**config.mk**
```make
export PLATFORM = sky130hd
export DESIGN_NAME = sdram_fb_arbiter_flat
export DESIGN_NICKNAME = d
export VERILOG_FILES = /design/src/rtl/sdram_pkg.sv /design/src/rtl/sdram_fb_arbiter_if.sv /design/src/rtl/sync_fifo.sv /design/src/rtl/sdram_fb_arbiter.sv /design/src/flat_wrapper.sv
export SDC_FILE = /design/constraint.sdc
export NUM_CORES = 1
export LEC_CHECK = 0
export BUFFER_PORTS_ARGS = -buffer_cell sky130_fd_sc_hd__clkbuf_2
export CAP_MARGIN = 10
export CELL_PAD_IN_SITES_DETAIL_PLACEMENT = 0
export CELL_PAD_IN_SITES_GLOBAL_PLACEMENT = 1
export CORE_ASPECT_RATIO = 0.75
export CORE_MARGIN = 2
export CORE_UTILIZATION = 30
export CTS_BUF_LIST = sky130_fd_sc_hd__clkbuf_8
export DETAILED_ROUTE_END_ITERATION = 12
export GPL_ROUTABILITY_DRIVEN = 0
export PLACE_DENSITY = 0.53
export RECOVER_POWER = 50
export SKIP_CTS_REPAIR_TIMING = 1
export SLEW_MARGIN = 20
export SYNTH_ARGS = -nofsm -noshare
export SYNTH_HDL_FRONTEND = slang
export SYNTH_SLANG_ARGS = --single-unit
```
**constraint.sdc**
```tcl
create_clock -name clk -period 13.48 [get_ports clk]
set_clock_uncertainty 0.15 [all_clocks]
set_input_delay 1.348 -clock clk [delete_from_list [all_inputs] [get_ports clk]]
set_output_delay 1.348 -clock clk [all_outputs]
set_load 0.05 [all_outputs]
```
**src/rtl/sdram_pkg.sv**
```systemverilog
// sdram_pkg: controller command encoding, arbiter FSM states and bus widths shared by the framebuffer path.
package sdram_pkg;
  localparam int ADDR_W = 22;
  localparam int DATA_W = 32;
  typedef enum logic [1:0] {
    CMD_NOP          = 2'd0,
    CMD_WRITE        = 2'd1,
    CMD_READ         = 2'd2,
    CMD_SELF_REFRESH = 2'd3
  } sdram_cmd_t;
  typedef enum logic [1:0] {
    ST_IDLE       = 2'd0,
    ST_READ_WAIT  = 2'd1,
    ST_WRITE_WAIT = 2'd2,
    ST_GAP        = 2'd3
  } fb_state_t;
endpackage

```
**src/rtl/sdram_fb_arbiter_if.sv**
```systemverilog
// sdram_fb_arbiter_if: command/data bus between the framebuffer arbiter (master) and the SDRAM controller (slave).
interface sdram_fb_arbiter_if;
  import sdram_pkg::*;
  sdram_cmd_t        command;
  logic [ADDR_W-1:0] data_address;
  logic [DATA_W-1:0] data_write;
  logic [DATA_W-1:0] data_read;
  logic              data_read_valid;
  logic              data_write_done;
  modport master (output command, data_address, data_write, input data_read, data_read_valid, data_write_done);
  modport slave  (input command, data_address, data_write, output data_read, data_read_valid, data_write_done);
endinterface

```
**src/rtl/sync_fifo.sv**
```systemverilog
// sync_fifo: first-word-fall-through FIFO with occupancy output; clr_i empties it in one cycle.
module sync_fifo #(
  parameter int WIDTH = 32,
  parameter int DEPTH = 16,
  localparam int AW = $clog2(DEPTH)
) (
  input  logic             clk,
  input  logic             rst_n,
  input  logic             clr_i,
  input  logic             push_i,
  input  logic [WIDTH-1:0] data_i,
  input  logic             pop_i,
  output logic [WIDTH-1:0] data_o,
  output logic             valid_o,
  output logic [AW:0]      level_o
);
  logic [WIDTH-1:0] mem_q [DEPTH];
  logic [AW-1:0] wp_q, rp_q;
  logic [AW:0] lvl_q;
  logic do_push, do_pop;
  assign do_pop  = pop_i && lvl_q != '0;
  assign do_push = push_i && !clr_i && (lvl_q != (AW+1)'(DEPTH) || do_pop);
  always_ff @(posedge clk or negedge rst_n) begin
    if (!rst_n) begin
      wp_q  <= '0;
      rp_q  <= '0;
      lvl_q <= '0;
    end else if (clr_i) begin
      wp_q  <= '0;
      rp_q  <= '0;
      lvl_q <= '0;
    end else begin
      wp_q  <= wp_q + AW'(do_push);
      rp_q  <= rp_q + AW'(do_pop);
      lvl_q <= lvl_q + (AW+1)'(do_push) - (AW+1)'(do_pop);
    end
  end
  always_ff @(posedge clk) if (do_push) mem_q[wp_q] <= data_i;
  assign valid_o = lvl_q != '0;
  assign data_o  = valid_o ? mem_q[rp_q] : '0;
  assign level_o = lvl_q;
endmodule

```
**src/rtl/sdram_fb_arbiter.sv**
```systemverilog
// sdram_fb_arbiter: shares one SDRAM controller port between a pixel writer and scanout prefetch.
// Reads win while the prefetch FIFO is below LOW_WATER; exactly one controller transaction in flight.
module sdram_fb_arbiter
  import sdram_pkg::*;
#(
  parameter int                FIFO_DEPTH  = 16,
  parameter int                LOW_WATER   = 8,
  parameter logic [ADDR_W-1:0] BASE_ADDR   = 22'h0,
  parameter int                FRAME_WORDS = 130560
) (
  input  logic              clk,
  input  logic              rst_n,
  input  logic              wr_valid,
  output logic              wr_ready,
  input  logic [ADDR_W-1:0] wr_addr,
  input  logic [DATA_W-1:0] wr_data,
  input  logic              frame_start,
  input  logic              pop,
  output logic [DATA_W-1:0] pix_data,
  output logic              pix_valid,
  output logic              underflow,
  sdram_fb_arbiter_if.master mem
);
  localparam int LW = $clog2(FIFO_DEPTH) + 1;
  localparam logic [ADDR_W-1:0] LAST_ADDR = ADDR_W'(BASE_ADDR + FRAME_WORDS - 1);
  fb_state_t state_q, state_d;
  sdram_cmd_t cmd_q, cmd_d;
  logic [ADDR_W-1:0] addr_q, addr_d, rd_addr_q, rd_addr_d;
  logic [DATA_W-1:0] wdat_q, wdat_d;
  logic discard_q, discard_d, underflow_q;
  logic [1:0] sync_q;
  logic [LW-1:0] level;
  logic run, idle, rd_ok, rd_go, rd_done, push;
  // sync_q delays the first command until two edges after reset release
  assign run      = sync_q[1];
  assign idle     = run && state_q == ST_IDLE;
  assign rd_ok    = idle && int'(level) + 1 <= FIFO_DEPTH;
  assign rd_go    = rd_ok && (int'(level) < LOW_WATER || !wr_valid);
  assign wr_ready = idle && !rd_go;
  assign rd_done  = state_q == ST_READ_WAIT && mem.data_read_valid;
  assign push     = rd_done && !discard_q && !frame_start;
  assign rd_addr_d = frame_start ? BASE_ADDR
                   : push ? (rd_addr_q == LAST_ADDR ? BASE_ADDR : rd_addr_q + 22'd1)
                   : rd_addr_q;
  assign discard_d = (state_q == ST_READ_WAIT && frame_start && !mem.data_read_valid) ? 1'b1
                   : rd_done ? 1'b0 : discard_q;
  always_comb begin
    state_d = state_q;
    cmd_d   = cmd_q;
    addr_d  = addr_q;
    wdat_d  = wdat_q;
    case (state_q)
      ST_IDLE: begin
        if (rd_go) begin
          state_d = ST_READ_WAIT;
          cmd_d   = CMD_READ;
          addr_d  = frame_start ? BASE_ADDR : rd_addr_q;
        end else if (wr_valid && wr_ready) begin
          state_d = ST_WRITE_WAIT;
          cmd_d   = CMD_WRITE;
          addr_d  = wr_addr;
          wdat_d  = wr_data;
        end
      end
      ST_READ_WAIT: begin
        state_d = mem.data_read_valid ? ST_GAP : state_q;
        cmd_d   = mem.data_read_valid ? CMD_NOP : cmd_q;
      end
      ST_WRITE_WAIT: begin
        state_d = mem.data_write_done ? ST_GAP : state_q;
        cmd_d   = mem.data_write_done ? CMD_NOP : cmd_q;
      end
      default: state_d = ST_IDLE;
    endcase
  end
  always_ff @(posedge clk or negedge rst_n) begin
    if (!rst_n) begin
      sync_q      <= '0;
      state_q     <= ST_IDLE;
      cmd_q       <= CMD_NOP;
      addr_q      <= '0;
      wdat_q      <= '0;
      rd_addr_q   <= BASE_ADDR;
      discard_q   <= 1'b0;
      underflow_q <= 1'b0;
    end else begin
      sync_q      <= {sync_q[0], 1'b1};
      state_q     <= state_d;
      cmd_q       <= cmd_d;
      addr_q      <= addr_d;
      wdat_q      <= wdat_d;
      rd_addr_q   <= rd_addr_d;
      discard_q   <= discard_d;
      underflow_q <= pop && !pix_valid;
    end
  end
  sync_fifo #(.WIDTH(DATA_W), .DEPTH(FIFO_DEPTH)) u_fifo (
    .clk     (clk),
    .rst_n   (rst_n),
    .clr_i   (frame_start),
    .push_i  (push),
    .data_i  (mem.data_read),
    .pop_i   (pop),
    .data_o  (pix_data),
    .valid_o (pix_valid),
    .level_o (level)
  );
  assign mem.command      = cmd_q;
  assign mem.data_address = addr_q;
  assign mem.data_write   = wdat_q;
  assign underflow        = underflow_q;
endmodule
```
**src/flat_wrapper.sv**
```systemverilog
// flat-port wrapper written by rule: the top's interface ports become plain ports
module sdram_fb_arbiter_flat import sdram_pkg::*;
#(
  parameter int                FIFO_DEPTH  = 16,
  parameter int                LOW_WATER   = 8,
  parameter logic [ADDR_W-1:0] BASE_ADDR   = 22'h0,
  parameter int                FRAME_WORDS = 130560
)
  (clk, rst_n, wr_valid, wr_ready, wr_addr, wr_data, frame_start, pop, pix_data, pix_valid, underflow, mem_command, mem_data_address, mem_data_write, mem_data_read, mem_data_read_valid, mem_data_write_done);
  sdram_fb_arbiter_if mem_i ();
  input  logic clk;
  input  logic rst_n;
  input  logic wr_valid;
  output logic wr_ready;
  input  logic [ADDR_W-1:0] wr_addr;
  input  logic [DATA_W-1:0] wr_data;
  input  logic frame_start;
  input  logic pop;
  output logic [DATA_W-1:0] pix_data;
  output logic pix_valid;
  output logic underflow;
  output wire logic [$bits(mem_i.command)-1:0] mem_command;
  output wire logic [$bits(mem_i.data_address)-1:0] mem_data_address;
  output wire logic [$bits(mem_i.data_write)-1:0] mem_data_write;
  input wire logic [$bits(mem_i.data_read)-1:0] mem_data_read;
  input wire logic [$bits(mem_i.data_read_valid)-1:0] mem_data_read_valid;
  input wire logic [$bits(mem_i.data_write_done)-1:0] mem_data_write_done;
  assign mem_command = mem_i.command;
  assign mem_data_address = mem_i.data_address;
  assign mem_data_write = mem_i.data_write;
  assign mem_i.data_read = mem_data_read;
  assign mem_i.data_read_valid = mem_data_read_valid;
  assign mem_i.data_write_done = mem_data_write_done;
  sdram_fb_arbiter #(.FIFO_DEPTH(FIFO_DEPTH), .LOW_WATER(LOW_WATER), .BASE_ADDR(BASE_ADDR), .FRAME_WORDS(FRAME_WORDS)) u_core (.clk(clk), .rst_n(rst_n), .wr_valid(wr_valid), .wr_ready(wr_ready), .wr_addr(wr_addr), .wr_data(wr_data), .frame_start(frame_start), .pop(pop), .pix_data(pix_data), .pix_valid(pix_valid), .underflow(underflow), .mem(mem_i));
endmodule
```
### After elaboration in Yosys (flattened, before gate mapping)

Memories as Yosys holds them, arrays and structs flattened.
Index checks and enable logic that the tools add are counted.

* register bits after elaboration: 97
* RAM bits: 512
* input bits: 93
* logic and storage cells: 84
* memories: 1
* output and inout port bits: 91

* mux-type cells: 24
* $add $sub $neg: 6
* reduce and logical (&&, ||, !) cells: 32
* eq/ne operators: 7
* bitwise gates (word level): 1
* $lt $le $gt $ge: 2

Memories
* u_core.u_fifo.mem_q: words 16, width 32, read ports 1, clocked after Yosys merged registers in 0, wr ports 1, RTL line sync_fifo.sv:17 `logic [WIDTH-1:0] mem_q [DEPTH];`

Operators with widths (number)
* two-way mux 22 bit: 6
* <= comparator 32 x 6 -> 1 bit (second input constant): 1
* two-way mux 32 bit: 1
* adder 22 x 1 -> 22 bit (second input constant): 1
* equality test 22 x 17 -> 1 bit (second input constant): 1
* two-way mux 2 bit: 8
* logical AND 1 bit: 14
* one-hot mux 2 bit (3 select lines): 2
* adder 4 x 1 -> 4 bit: 2
* two-way mux 4 bit: 2
* adder 5 x 1 -> 6 bit (second input constant): 1
* zero test 1 bit: 6
* AND reduction 3 bit: 2
* nonzero test 2 bit: 3
* adder 5 x 1 -> 5 bit: 1
* < comparator 5 x 4 -> 1 bit (second input constant): 1
* two-way mux 5 bit: 1
* != test 5 bit (second input constant): 1
* nonzero test 5 bit: 1
* subtractor 5 x 1 -> 5 bit: 1
* two-way mux 1 bit: 4
* != test 2 bit (second input constant): 2
* AND reduction 4 bit: 1
* != test 3 x 2 -> 1 bit (second input constant): 1
* 7 further kinds: 8

### Logic depth before layout (Yosys ltp)

Gate-level depths: netlist (run 1).

* depth after elaboration: 10
* depth in mapped cells: 15

### By module

Synthesis (run 1) repeated with hierarchy kept, for this count alone.

* cell total of the unflattened synthesis: 1322
* area, all modules: 24146.9 µm²

Modules (own cells, without submodules)
* sync_fifo: instances 1, area an instance 20256.9 µm², cells an instance 984
* sdram_fb_arbiter: instances 1, area an instance 3890.0 µm², cells an instance 338

### Least setup slack after synthesis (run 1)

Ideal clock, no wire load.

* kind: input -> register
* start point: input port mem_data_read_valid
* end point: memory u_core.u_fifo.mem_q[0][0], enable pin
* path buffers: 0
* setup time: 0.461 ns
* stages on the path: 4
* path slack: 8.411 ns
* arrival: 4.458 ns
* cell sequence: nand3b_1 a311o_1 or3_1 nor3_1

* word-level cells in the longest chain between the ends: 7

Ends and longest elaborated chain
* from (decl): RTL line flat_wrapper.sv:26 `input wire logic [$bits(mem_i.data_read_valid)-1:0] mem_data_read_valid;`
* logical AND 1 bit: RTL line sdram_fb_arbiter.sv:40 `assign rd_done = state_q == ST_READ_WAIT && mem.data_read_valid;`
* logical AND 1 bit (2 in a row): RTL line sdram_fb_arbiter.sv:41 `assign push = rd_done && !discard_q && !frame_start;`
* logical AND 1 bit (2 in a row): RTL line sync_fifo.sv:22 `assign do_push = push_i && !clr_i && (lvl_q != (AW+1)'(DEPTH) || do_pop);`
* two-way mux 1 bit: RTL line sync_fifo.sv:38 `always_ff @(posedge clk) if (do_push) mem_q[wp_q] <= data_i;`
* two-way mux 1 bit (implied by the code): RTL line sync_fifo.sv:38
* to (decl): RTL line sync_fifo.sv:17

Every way passes these cells.

### Worst setup path in the final report (run 1)

* start point: register u_core.u_fifo.rp_q[0]
* end point: output port pix_data[0]

* word-level cells in the longest chain between the ends: 2

Ends and longest elaborated chain
* from (decl): RTL line sync_fifo.sv:18 `logic [AW-1:0] wp_q, rp_q;`
* from (signal assigned): RTL line sync_fifo.sv:34 `rp_q <= rp_q + AW'(do_pop);`
* memory read (16 x 32 bit)
* two-way mux 32 bit: RTL line sync_fifo.sv:40 `assign data_o = valid_o ? mem_q[rp_q] : '0;`
* to (decl): RTL line flat_wrapper.sv:19 `output logic [DATA_W-1:0] pix_data;`

Every way passes these cells.

==> results.txt, run 1 <==
----------------------------------------------------
[Drt]
  Final WL ... 59800 µm
  Vias/cell ... 4.78
  WL/cell ... 23.0 µm
  # DRC ... 0
  First-pass DRT Iterations ... 4
  Antenna Violating Nets Remaining ... 0
  Count of routing violations after the opening detailed-route iteration ... 955
  DR vias ... 12.4k

[Synth]
  Syn Nets ... 1322
  Leading area contributor after synthesis ... sky130_fd_sc_hd__edfxtp_1
  Area of the mapped netlist ... 24200 µm²
  Avg Inst Size Synth ... 20.0 µm²
  Most used flip-flop cell after synthesis ... sky130_fd_sc_hd__edfxtp_1
  FF+latch count, synth ... 609
  EDFF count, synth ... 512
  Yosys cell types ... 53
  Total number of yosys warnings ... 0
  Area share of the largest cell type after synthesis ... 63.5%
  Async set or reset register ratio after synthesis ... 15.9%
  Cells after Synth ... 1209
  Sequential-to-total area share from yosys stat ... 73.6%
  Largest cells by area after synthesis ... sky130_fd_sc_hd__edfxtp_1 (64%), sky130_fd_sc_hd__mux4_2 (15%), sky130_fd_sc_hd__dfrtp_1 (10%)

[Timing]
  Tcrit/Tclk final ... 43.4%
  Setup TNS ... 0 ns
  Relative slew slack ... -95.3%
  Max Slew Vio Count ... 194
  Slew at the pin with the worst max-slew slack ... 2.93 ns
  Hold Fails Final Rpt ... 0
  Final setup violation count ... 0
  Maximum clock rate ... 171 MHz
  Time the final worst path needs with I/O delays and setup ... 5.86 ns
  Unrepaired setup endpoints after global routing ... no

[GRT]
  Antenna violations before repair ... 4
  First-pass GRT wire length ... 88000 µm
  Vias in the first global route ... 13.1k
  Overflow left after global routing ... 0
  Overall Global Routing Usage ... 14.4%
  Largest net degree at the start of global routing ... 68

[Die]
  Width of the chip ... 332 µm
  Overall die height ... 250 µm
  Standard cell core area ... 80200 µm²
  Row count ... 90
  Initial core utilization ... 30.2%
  I/O pin cnt ... 184
  Total die area ... 83000 µm²

[Final layout]
  Layout area overhead ... 17.0%
  Fill cell count ... 7616
  ANT cells ... 0
  Post-layout util ... 35.3%
  Share of layout cells above drive strength 1 ... 34.0%
  Nets@finish ... 1578

[Setup path]
  Critical Path Sink ... pix_data[0]
  Category of the worst setup path capture point ... primary output
  Stage delay of the slowest cell on the critical path ... 0.78 ns
  Maximum fanout along the worst path ... 31
  Endpoint of the worst register-to-register path ... u_core.u_fifo.mem_q[11][4]$_DFFE_PP_
  Critical setup path kind ... reg2out
  Number of cells traversed by the worst register-to-register path ... 9
  Data arrival time of the critical path ... 4.36 ns
  FF-to-FF setup slack ... 9.76 ns
  WP data required ... 11.98 ns
  Launching point of the worst reg2reg path ... u_core.state_q[1]$_DFFE_PN0P_
  Slowest cell on crit path ... sky130_fd_sc_hd__dfrtp_4
  Startpoint kind of the worst setup timing path ... register
  Critical path, cell by cell ... buf_4, buf_4, mux4_2, mux4_2, nor2b_1, clkbuf_2
  Crit path from ... u_core.u_fifo.rp_q[0]$_DFF_PN0_

[Min path]
  Class of the tightest hold or removal check ... reg2reg
  Hold path depth ... 0
  Startpoint of the lowest-slack hold path ... u_core.sync_q[0]$_DFF_PN0_

[Run status]
  Run status ... finished, violations left
  Violated checks ... max-capacitance violations, max-slew violations

[Clock network]
  Clock slew at the register clock pins of the worst setup and hold paths ... 0.06 ns
  Clock tree root driver cell ... sky130_fd_sc_hd__clkbuf_8
  Worst-case clock buffer depth ... 3
  Clock insertion delay at the later pin of the skew report ... 0.71 ns
  TritonCTS clock tree ... yes
  Number of H-tree branching levels ... 3
  TritonCTS Buffers ... 100
  Clock tree sinks ... 609

[Flow run]
  MaxCap Viol Count ... 4

[Power and ir drop]
  Maximum VDD drop ... 97.6 µV
  Power density over the cells ... 186 nW/µm²
  LEAKAGE ... 9.64 nW

[Placed design]
  Number of port buffers ... 183
  Post-DP HPWL ... 31300 µm

----------------------------------------------------
flip-flops by register name, indices dropped and copies added (netlist names):
name                     flops
u_core.mem.data_address     22
u_core.u_fifo.rp_q           4
u_core.u_fifo.mem_q        512
u_core.state_q               2
u_core.u_fifo.level_o        5
u_core.rd_addr_q            22
u_core.discard_q             1
u_core.underflow             1
u_core.mem.data_write       32
u_core.u_fifo.wp_q           4
u_core.sync_q                2
u_core.mem.command           2
critical path, delay by kind of cell (launching register included):
| family | cells | cell delay, ns |
|---|---|---|
| mux | 2 | 1.14 |
| buf+inv | 3 | 1.51 |
| simple gates | 1 | 0.17 |
| flops | 1 | 0.78 |
worst min path at each step:
| stage | endpoint | slack (ns) |
|---|---|---|
| finish | u_core.sync_q[1]$_DFF_PN0_ | 0.20 |
| floorplan | u_core.sync_q[1]$_DFF_PN0_ | 0.18 |
| detailed placement | u_core.sync_q[1]$_DFF_PN0_ | 0.19 |
| global route | u_core.sync_q[1]$_DFF_PN0_ | 0.21 |
| CTS | u_core.sync_q[1]$_DFF_PN0_ | 0.20 |
| global placement | u_core.sync_q[1]$_DFF_PN0_ | 0.18 |
placed cells by master (no fill, tap or decap), types with 11 or more instances in the layout:
cell,count
sky130_fd_sc_hd__nand2_1,37
sky130_fd_sc_hd__ha_1,19
sky130_fd_sc_hd__inv_1,48
sky130_fd_sc_hd__mux4_2,160
sky130_fd_sc_hd__dfrtp_1,93
sky130_fd_sc_hd__clkbuf_1,36
sky130_fd_sc_hd__nand3_1,24
sky130_fd_sc_hd__o21ai_0,25
sky130_fd_sc_hd__nor2_1,36
sky130_fd_sc_hd__clkbuf_2,150
sky130_fd_sc_hd__nor2b_1,47
sky130_fd_sc_hd__mux2i_1,19
sky130_fd_sc_hd__clkbuf_8,103
sky130_fd_sc_hd__mux2_2,40
sky130_fd_sc_hd__edfxtp_1,512
sky130_fd_sc_hd__clkinv_1,32
sky130_fd_sc_hd__a21oi_1,14
sky130_fd_sc_hd__clkinv_2,11
sky130_fd_sc_hd__nor2_4,12
sky130_fd_sc_hd__buf_4,27
cell families after synthesis:
| kind of cell | Yosys count | share of synthesized area [%] |
|---|---|---|
| compound gates | 65 | 1.69 |
| xor+xnor | 11 | 0.398 |
| fa+ha+maj | 20 | 1.07 |
| buf+inv | 80 | 1.42 |
| flops | 609 | 73.6 |
| mux | 219 | 17.5 |
| other cells | 1 | 0.0155 |
| simple gates | 204 | 4.30 |
layout make-up:
cell class | count | area (µm²) | share of cell area, %
well taps | 1058 | 1320 | 4.68
clock inverters | 81 | 410 | 1.45
inverters | 20 | 75.1 | 0.265
clock buffers | 103 | 1420 | 5.01
repair buffers | 214 | 1100 | 3.89
multi-input cells | 520 | 6160 | 21.8
flip-flops and latches | 609 | 17800 | 62.9
metrics by stage:
step	area, µm²	instances	worst slack, ns	power [mW]	hold slack (ns)
3_3_place_gp	26500	2421	8.23	3.83	0.185
5_1_grt	28300	2605	7.03	5.53	0.210
2_1_floorplan	24200	1209	8.41	3.43	0.181
4_1_cts	28400	2605	7.37	5.37	0.205
3_5_place_dp	26500	2421	8.19	3.84	0.193
6_report	28300	2605	7.62	5.26	0.200
per-layer routing:
layer | track usage, % | share of wire, %
met1 | 20.1 | 47
met2 | 22.5 | 47
met3 | 3.50 | 4.4
met4 | 3.75 | 1.9
met5 | 0 | 0.092
synth_stat cells, types with 5 or more instances:
cell / n
sky130_fd_sc_hd__edfxtp_1: 512
sky130_fd_sc_hd__mux4_2: 160
sky130_fd_sc_hd__dfrtp_1: 97
sky130_fd_sc_hd__nor2_1: 48
sky130_fd_sc_hd__nor2b_1: 47
sky130_fd_sc_hd__mux2_2: 40
sky130_fd_sc_hd__nand2_1: 37
sky130_fd_sc_hd__o21ai_0: 25
sky130_fd_sc_hd__clkbuf_1: 24
sky130_fd_sc_hd__nand3_1: 24
sky130_fd_sc_hd__buf_2: 19
sky130_fd_sc_hd__ha_1: 19
sky130_fd_sc_hd__inv_1: 19
sky130_fd_sc_hd__mux2i_1: 19
sky130_fd_sc_hd__a21oi_1: 14
sky130_fd_sc_hd__buf_1: 14
sky130_fd_sc_hd__nor3_1: 10
sky130_fd_sc_hd__nor4_1: 6
sky130_fd_sc_hd__or4_1: 6
sky130_fd_sc_hd__xnor2_1: 6
sky130_fd_sc_hd__nand4_1: 5
sky130_fd_sc_hd__xor2_1: 5
power by group:
group | internal (mW) | switching (mW)
registers | 2.15 | 0.0991
logic | 0.535 | 0.986
clock network | 0.736 | 0.758
No activity file was read; power rests on OpenSTA's default activity.
==> inputs of run 2 (changes only) <==
==> constraint.sdc (replaced) <==
create_clock -name clk -period 5.4 [get_ports clk]
set_clock_uncertainty 0.15 [all_clocks]
set_input_delay 0.54 -clock clk [delete_from_list [all_inputs] [get_ports clk]]
set_output_delay 0.54 -clock clk [all_outputs]
set_load 0.05 [all_outputs]
==> run 2 against run 1 <==
  * The flow finishes with violations (negative hold slack, max-capacitance violations, max-slew violations)
  * Sequential power grew 150%
  * Setup slack lost 6.5 ns
  * Non-clock buffer count grew 57
  * Combinational power grew to 2.5 times the previous value
  * Count of clock-buffer cells in the layout grew 1
  * Sequential share of layout area shrank 1.2 points
  * Critical endpoint is now pix_data[23]
  * Global-route usage shrank 0.080 points
  * Die area is the same
  * First-iteration DRC count shrank 15%
==> results.txt, run 2 (synthesized netlist as in run 1, its figures left out) <==
----------------------------------------------------
[Timing]
  Setup TNS ... 0 ns
  Post-route worst hold slack ... -0.00961 ns
  Max Slew Vio Count ... 46
  Final setup violation count ... 0
  Slew at the pin with the worst max-slew slack ... 2.66 ns
  Hold Fails Final Rpt ... 1
  Maximum clock rate ... 235 MHz
  Tcrit/Tclk final ... 78.9%
  Unrepaired setup endpoints after global routing ... no
  Time the final worst path needs with I/O delays and setup ... 4.26 ns
  Relative slew slack ... -77.1%
  Min setup slack post-route ... 1.14 ns

[Clock network]
  TritonCTS clock tree ... yes
  Clock slew at the register clock pins of the worst setup and hold paths ... 0.06 ns
  Clock tree root driver cell ... sky130_fd_sc_hd__clkbuf_8
  Worst-case clock buffer depth ... 3
  Number of H-tree branching levels ... 3
  TritonCTS Buffers ... 100
  Clock tree sinks ... 609
  Clock insertion delay at the later pin of the skew report ... 0.69 ns

[Drt]
  WL/cell ... 22.5 µm
  DR vias ... 12.8k
  # DRC ... 0
  Antenna Violating Nets Remaining ... 0
  Final WL ... 59900 µm
  Vias/cell ... 4.80
  First-pass DRT Iterations ... 5
  Count of routing violations after the opening detailed-route iteration ... 814

[Final layout]
  Finished layout cell area ... 28900 µm²
  Commonest non-fill, non-tap cells in the layout ... sky130_fd_sc_hd__edfxtp_1 (512), sky130_fd_sc_hd__mux4_2 (160), sky130_fd_sc_hd__clkbuf_2 (111)
  Max reg flops ... 512
  Most common cell after layout, fill and taps aside ... sky130_fd_sc_hd__edfxtp_1
  Top reg by flops ... u_core.u_fifo.mem_q
  ANT cells ... 0
  Multi-input gate area ... 6160 µm²
  Area taken by flip-flops and latches ... 17800 µm²
  Layout area overhead ... 19.3%
  Fill cell count ... 7551
  Nets@finish ... 1635
  Share of layout cells above drive strength 1 ... 31.1%

[Die]
  I/O pin cnt ... 184
  Overall die height ... 250 µm
  Total die area ... 83000 µm²
  Width of the chip ... 332 µm
  Standard cell core area ... 80200 µm²
  Row count ... 90
  Initial core utilization ... 30.2%

[Power and ir drop]
  Overall power after layout ... 13.3 mW
  LEAKAGE ... 9.81 nW
  Maximum VDD drop ... 381 µV
  Power density over the cells ... 461 nW/µm²

[Min path]
  Class of the tightest hold or removal check ... in2reg
  Hold path depth ... 3
  Worst hold path endpoint ... u_core.mem.data_address[10]$_DFFE_PN0P_
  Startpoint of the lowest-slack hold path ... wr_addr[10]

[Setup path]
  Data arrival time of the critical path ... 3.57 ns
  Critical path, cell by cell ... buf_4, mux4_2, mux4_2, nor2b_1, clkbuf_2
  Category of the worst setup path capture point ... primary output
  Startpoint kind of the worst setup timing path ... register
  Critical setup path kind ... reg2out
  Stage delay of the slowest cell on the critical path ... 1.10 ns
  Endpoint of the worst register-to-register path ... u_core.u_fifo.mem_q[6][25]$_DFFE_PP_
  Slowest cell on crit path ... sky130_fd_sc_hd__dfrtp_4
  Most common cell on crit path ... sky130_fd_sc_hd__mux4_2
  FF-to-FF setup slack ... 1.40 ns
  Maximum fanout along the worst path ... 58
  Number of cells traversed by the worst register-to-register path ... 9
  Launching point of the worst reg2reg path ... u_core.state_q[1]$_DFFE_PN0P_
  WP data required ... 4.71 ns

[Placed design]
  Number of port buffers ... 183
  Post-DP HPWL ... 34400 µm
  Placement Cell Area ... 26600 µm²
  Pre-CTS setup slack ... 1.76 ns

[GRT]
  Overflow left after global routing ... 0
  Antenna violations before repair ... 1
  Vias in the first global route ... 13.2k
  Overall Global Routing Usage ... 14.3%
  Largest net degree at the start of global routing ... 59
  First-pass GRT wire length ... 88100 µm

[Run status]
  Run status ... finished, violations left
  Violated checks ... negative hold slack, max-capacitance violations, max-slew violations

[Flow run]
  MaxCap Viol Count ... 1

----------------------------------------------------
-- run 2: worst max path at each step --
stage                                     from                               endpoint  slack, ns  depth (start not counted)
2_1_floorplan    u_core.state_q[1]$_DFFE_PN0P_    u_core.u_fifo.mem_q[0][0]$_DFFE_PP_       0.99                          6
3_3_place_gp     u_core.state_q[1]$_DFFE_PN0P_   u_core.u_fifo.mem_q[6][30]$_DFFE_PP_       1.79                          9
3_5_place_dp   u_core.u_fifo.rp_q[0]$_DFF_PN0_                           pix_data[10]       1.76                          5
4_1_cts        u_core.u_fifo.rp_q[0]$_DFF_PN0_                           pix_data[10]       0.98                          5
5_1_grt                                  rst_n  u_core.mem.data_write[17]$_DFFE_PN0P_       0.84                          3
6_report       u_core.u_fifo.rp_q[1]$_DFF_PN0_                           pix_data[23]       1.14                          5
-- run 2: per-stage QoR --
stage / std cells / hold slack [ns] / utilization (%)
after floorplan: 1209 / 0.0944 / -
after global placement: 2432 / 0.184 / 33.2
after detailed placement: 2432 / 0.188 / 33.2
after CTS: 2615 / -0.330 / 35.5
after global routing: 2661 / 0.00126 / 36.0
final: 2661 / -0.00961 / 36.0
-- run 2: cell type report --
class / instances / share of cell area [%]
clock inverters: 79 / 1.52
well taps: 1058 / 4.59
flip-flops and latches: 609 / 61.7
repair buffers: 271 / 5.61
multi-input cells: 520 / 21.3
clock buffers: 104 / 4.96
inverters: 20 / 0.260
-- run 2: worst max-delay path, delay by kind of cell (launching register included) --
kind          cells  cell delay [ns]
flops             1             1.10
buf+inv           2             0.71
mux               2             0.85
simple gates      1             0.18
-- run 2: where the power goes --
part	leakage (nW)	switching [mW]	internal (mW)	total, mW
Clock	1.07	1.86	1.98	3.83
Combinational	2.90	2.51	1.35	3.86
Sequential	5.85	0.250	5.36	5.61
Total	9.81	4.61	8.69	13.3
-- run 2: layer usage --
metal | global-route usage, % | share of wire [%] | vias to the layer above
met5 | 0 | 0 | -
met4 | 3.77 | 2.2 | 0
met3 | 2.94 | 4.5 | 98
met2 | 21.2 | 45 | 308
met1 | 21.3 | 48 | 6843
li1 | - | - | 5527
==> inputs of run 3 (changes only) <==
--- a/config.mk
+++ b/config.mk
@@ -5,6 +5,7 @@
 export SDC_FILE = /design/constraint.sdc
 export NUM_CORES = 1
 export LEC_CHECK = 0
+export ABC_AREA = 1
 export BUFFER_PORTS_ARGS = -buffer_cell sky130_fd_sc_hd__clkbuf_2
 export CAP_MARGIN = 10
 export CELL_PAD_IN_SITES_DETAIL_PLACEMENT = 0
@@ -15,7 +16,7 @@
 export CTS_BUF_LIST = sky130_fd_sc_hd__clkbuf_8
 export DETAILED_ROUTE_END_ITERATION = 12
 export GPL_ROUTABILITY_DRIVEN = 0
-export PLACE_DENSITY = 0.53
+export PLACE_DENSITY = 0.58
 export RECOVER_POWER = 50
 export SKIP_CTS_REPAIR_TIMING = 1
 export SLEW_MARGIN = 20
==> constraint.sdc (replaced) <==
create_clock -name clk -period 3.91 [get_ports clk]
set_clock_uncertainty 0.15 [all_clocks]
set_input_delay 0.391 -clock clk [delete_from_list [all_inputs] [get_ports clk]]
set_output_delay 0.391 -clock clk [all_outputs]
set_load 0.05 [all_outputs]
==> run 3 against run 2 <==
  * The flow finishes with violations (max-capacitance violations, max-slew violations)
  * First-iteration DRC count increased by 77%
  * Synthesized area grew 4.0%
  * Synthesized cell count rose by 81%
  * Combinational power grew 74%
  * Highest routed layer is now met5
  * Flip-flop and latch count stayed put
  * Hold slack better by 0.093 ns
  * Die area rose by 3.9%
==> results.txt, run 3 <==
----------------------------------------------------
[Final layout]
  Top reg by flops ... u_core.u_fifo.mem_q
  Post-layout util ... 37.0%
  Commonest non-fill, non-tap cells in the layout ... sky130_fd_sc_hd__edfxtp_1 (512), sky130_fd_sc_hd__nand2_1 (461), sky130_fd_sc_hd__nor2_1 (258)
  Layout area overhead ... 21.7%
  Max reg flops ... 512
  Nets@finish ... 2599
  Non-filler cells, final ... 3686
  Share of layout cells above drive strength 1 ... 12.9%
  Fill cell count ... 8200
  Most common cell after layout, fill and taps aside ... sky130_fd_sc_hd__edfxtp_1

[Run status]
  Run status ... finished, violations left
  Violated checks ... max-capacitance violations, max-slew violations

[GRT]
  Overall Global Routing Usage ... 16.8%
  First-pass GRT wire length ... 110000 µm
  Met3 Resource Use GR ... 3.22%
  Met1 layer usage reported by global route ... 24.9%
  Overflow left after global routing ... 0
  Vias in the first global route ... 16.9k
  Layer carrying the most global-route usage ... met2
  M2 GR Usage ... 25.1%
  Antenna violations before repair ... 5
  Largest net degree at the start of global routing ... 131

[Drt]
  Final WL ... 74200 µm
  Antenna Violating Nets Remaining ... 0
  First-pass DRT Iterations ... 5
  # DRC ... 0
  Count of routing violations after the opening detailed-route iteration ... 1439
  Vias/cell ... 4.84
  DR vias ... 17.8k
  WL/cell ... 20.1 µm

[Setup path]
  Data arrival time of the critical path ... 3.13 ns
  Critical path, cell by cell ... inv_6, buf_12, buf_4, o21ai_0, o211ai_1, nand3_1, a21oi_1, buf_12
  Stage delay of the slowest cell on the critical path ... 0.52 ns
  WP data required ... 3.37 ns
  Category of the worst setup path capture point ... primary output
  Slowest cell on crit path ... sky130_fd_sc_hd__dfrtp_4
  Most common cell on crit path ... sky130_fd_sc_hd__buf_12
  Launching point of the worst reg2reg path ... u_core.state_q[1]$_DFFE_PN0P_
  FF-to-FF setup slack ... 0.77 ns
  Critical setup path kind ... reg2out
  Maximum fanout along the worst path ... 45
  Crit path from ... u_core.u_fifo.rp_q[0]$_DFF_PN0_
  Buffers plus inverters on the worst setup path ... 4
  Startpoint kind of the worst setup timing path ... register
  Kind of cell adding the most delay to the critical path ... buffers and inverters

[Synth]
  Async set or reset register ratio after synthesis ... 15.9%
  Largest cells by area after synthesis ... sky130_fd_sc_hd__edfxtp_1 (61%), sky130_fd_sc_hd__dfrtp_1 (9.6%), sky130_fd_sc_hd__nand2_1 (6.9%)
  Avg Inst Size Synth ... 11.5 µm²
  Leading area contributor after synthesis ... sky130_fd_sc_hd__edfxtp_1
  Most used flip-flop cell after synthesis ... sky130_fd_sc_hd__edfxtp_1
  Top-count cell post-synth ... sky130_fd_sc_hd__edfxtp_1
  Area of the mapped netlist ... 25200 µm²
  Top cells by instance count after synthesis ... sky130_fd_sc_hd__edfxtp_1 (512), sky130_fd_sc_hd__nand2_1 (461), sky130_fd_sc_hd__nor2_1 (275)
  Total number of yosys warnings ... 0
  Cells after Synth ... 2187
  Area share of the largest cell type after synthesis ... 61.1%
  Yosys cell types ... 32
  Syn Nets ... 2300
  FF+latch count, synth ... 609
  EDFF count, synth ... 512
  Sequential-to-total area share from yosys stat ... 70.8%

[Timing]
  Setup TNS ... 0 ns
  Time the final worst path needs with I/O delays and setup ... 3.67 ns
  Unrepaired setup endpoints after global routing ... no
  Post-route worst hold slack ... 0.0838 ns
  Final setup violation count ... 0
  Slew at the pin with the worst max-slew slack ... 2.74 ns
  Maximum clock rate ... 273 MHz
  Max Slew Vio Count ... 48
  Tcrit/Tclk final ... 93.8%
  Relative slew slack ... -82.6%
  Hold Fails Final Rpt ... 0

[Clock network]
  Clock tree sinks ... 609
  Worst-case clock buffer depth ... 3
  TritonCTS clock tree ... yes
  Clock insertion delay at the later pin of the skew report ... 0.71 ns
  Clock slew at the register clock pins of the worst setup and hold paths ... 0.06 ns
  Clock tree root driver cell ... sky130_fd_sc_hd__clkbuf_8
  Number of H-tree branching levels ... 3
  TritonCTS Buffers ... 102

[Power and ir drop]
  LEAKAGE ... 11.4 nW
  Maximum VDD drop ... 328 µV
  Power density over the cells ... 645 nW/µm²

[Placed design]
  Number of port buffers ... 183
  Post-DP HPWL ... 42100 µm
  Number of cells in the design after placement ... 3411

[Die]
  Overall die height ... 255 µm
  I/O pin cnt ... 184
  Total die area ... 86200 µm²
  Initial core utilization ... 30.4%
  Row count ... 91
  Width of the chip ... 338 µm
  Standard cell core area ... 82700 µm²

[Min path]
  Startpoint of the lowest-slack hold path ... wr_valid
  Class of the tightest hold or removal check ... in2reg

[Flow run]
  MaxCap Viol Count ... 1

----------------------------------------------------
run 3: cell types whose count changed in the layout (fill, tap and decap cells not counted), moves of 29 or more:
cell                            previous run  this run
sky130_fd_sc_hd__nand2_1                  37       461
sky130_fd_sc_hd__nor2_1                   36       258
sky130_fd_sc_hd__o21ai_0                  25       199
sky130_fd_sc_hd__mux4_2                  160         0
sky130_fd_sc_hd__nand3_1                  24       174
sky130_fd_sc_hd__a21oi_1                  14       103
sky130_fd_sc_hd__inv_1                    50        98
sky130_fd_sc_hd__nor2b_1                  47         0
sky130_fd_sc_hd__dlygate4sd3_1            46        87
sky130_fd_sc_hd__mux2_2                   40         0
sky130_fd_sc_hd__o31ai_1                   1        33
sky130_fd_sc_hd__o221ai_1                  1        32
sky130_fd_sc_hd__buf_12                    2        32
sky130_fd_sc_hd__o211ai_1                  4        33
run 3: area by class of cell:
class | count | area [µm²] | share of cell area, %
well taps | 1116 | 1400 | 4.56
diodes | 3 | 7.51 | 0.0245
clock inverters | 74 | 402 | 1.31
clock buffers | 111 | 1530 | 4.99
repair buffers | 330 | 2580 | 8.44
inverters | 65 | 256 | 0.838
flip-flops and latches | 609 | 17800 | 58.2
multi-input cells | 1378 | 6630 | 21.7
run 3: final timing paths:
path / to / cells past startpoint
max: pix_data[25] / 8
min: u_core.mem.command[1]$_DFFE_PN0P_ / 5
max reg2reg: u_core.u_fifo.mem_q[8][2]$_DFFE_PP_ / 9
min reg2reg: u_core.sync_q[1]$_DFF_PN0_ / 0
max in group asynchronous: u_core.mem.data_write[19]$_DFFE_PN0P_ / 3
min in group asynchronous: u_core.mem.data_address[5]$_DFFE_PN0P_ / 2
run 3: power breakdown:
part / total, mW / leakage [nW] / switching [mW] / internal [mW]
Clock: 5.41 / 1.13 / 2.60 / 2.81
Combinational: 6.72 / 4.40 / 4.89 / 1.83
Sequential: 7.62 / 5.85 / 0.226 / 7.40
Total: 19.8 / 11.4 / 7.72 / 12.0
run 3: worst reg2reg max path, stage by stage, from the launching register on:
cell and delay, ns:
sky130_fd_sc_hd__dfrtp_1 0.41, sky130_fd_sc_hd__inv_1 0.10, sky130_fd_sc_hd__ha_1 0.18, sky130_fd_sc_hd__nand2_1 0.09
sky130_fd_sc_hd__nor3_1 0.28, sky130_fd_sc_hd__o31ai_1 0.17, sky130_fd_sc_hd__inv_1 0.19, sky130_fd_sc_hd__nand2_1 0.26
sky130_fd_sc_hd__nor2_4 0.64, sky130_fd_sc_hd__buf_12 0.32
run 3: cells by family (layout without fill, tap and decap cells):
group                    after synthesis  count (layout)  share of synthesized area [%]
adder cells (fa/ha/maj)               20              20                           1.02
other                                  1               4                         0.0149
AO/OA/AOI/OAI                        420             420                           9.62
flip-flops                           609             609                           70.8
buffers and inverters                200             580                           3.42
AND/OR/NAND/NOR                      928             928                           14.8
XOR/XNOR                               9               9                          0.313
run 3: through the flow:
| stage | power (mW) | worst slack (ns) | cell area, µm² |
|---|---|---|---|
| 3_5_place_dp | 14.5 | 0.753 | 27900 |
| 2_1_floorplan | 12.2 | 0.642 | 25200 |
| 6_report | 19.8 | 0.243 | 30600 |
| 4_1_cts | 20.0 | -0.0946 | 29800 |
| 5_1_grt | 20.8 | 0.00588 | 30600 |
| 3_3_place_gp | 14.5 | 0.730 | 27900 |
run 3: metal layers:
layer	wire [µm]	up-vias
met1	35300	8833
met5	29	-
met2	33200	518
met4	1460	4
met3	4240	114
li1	-	8368
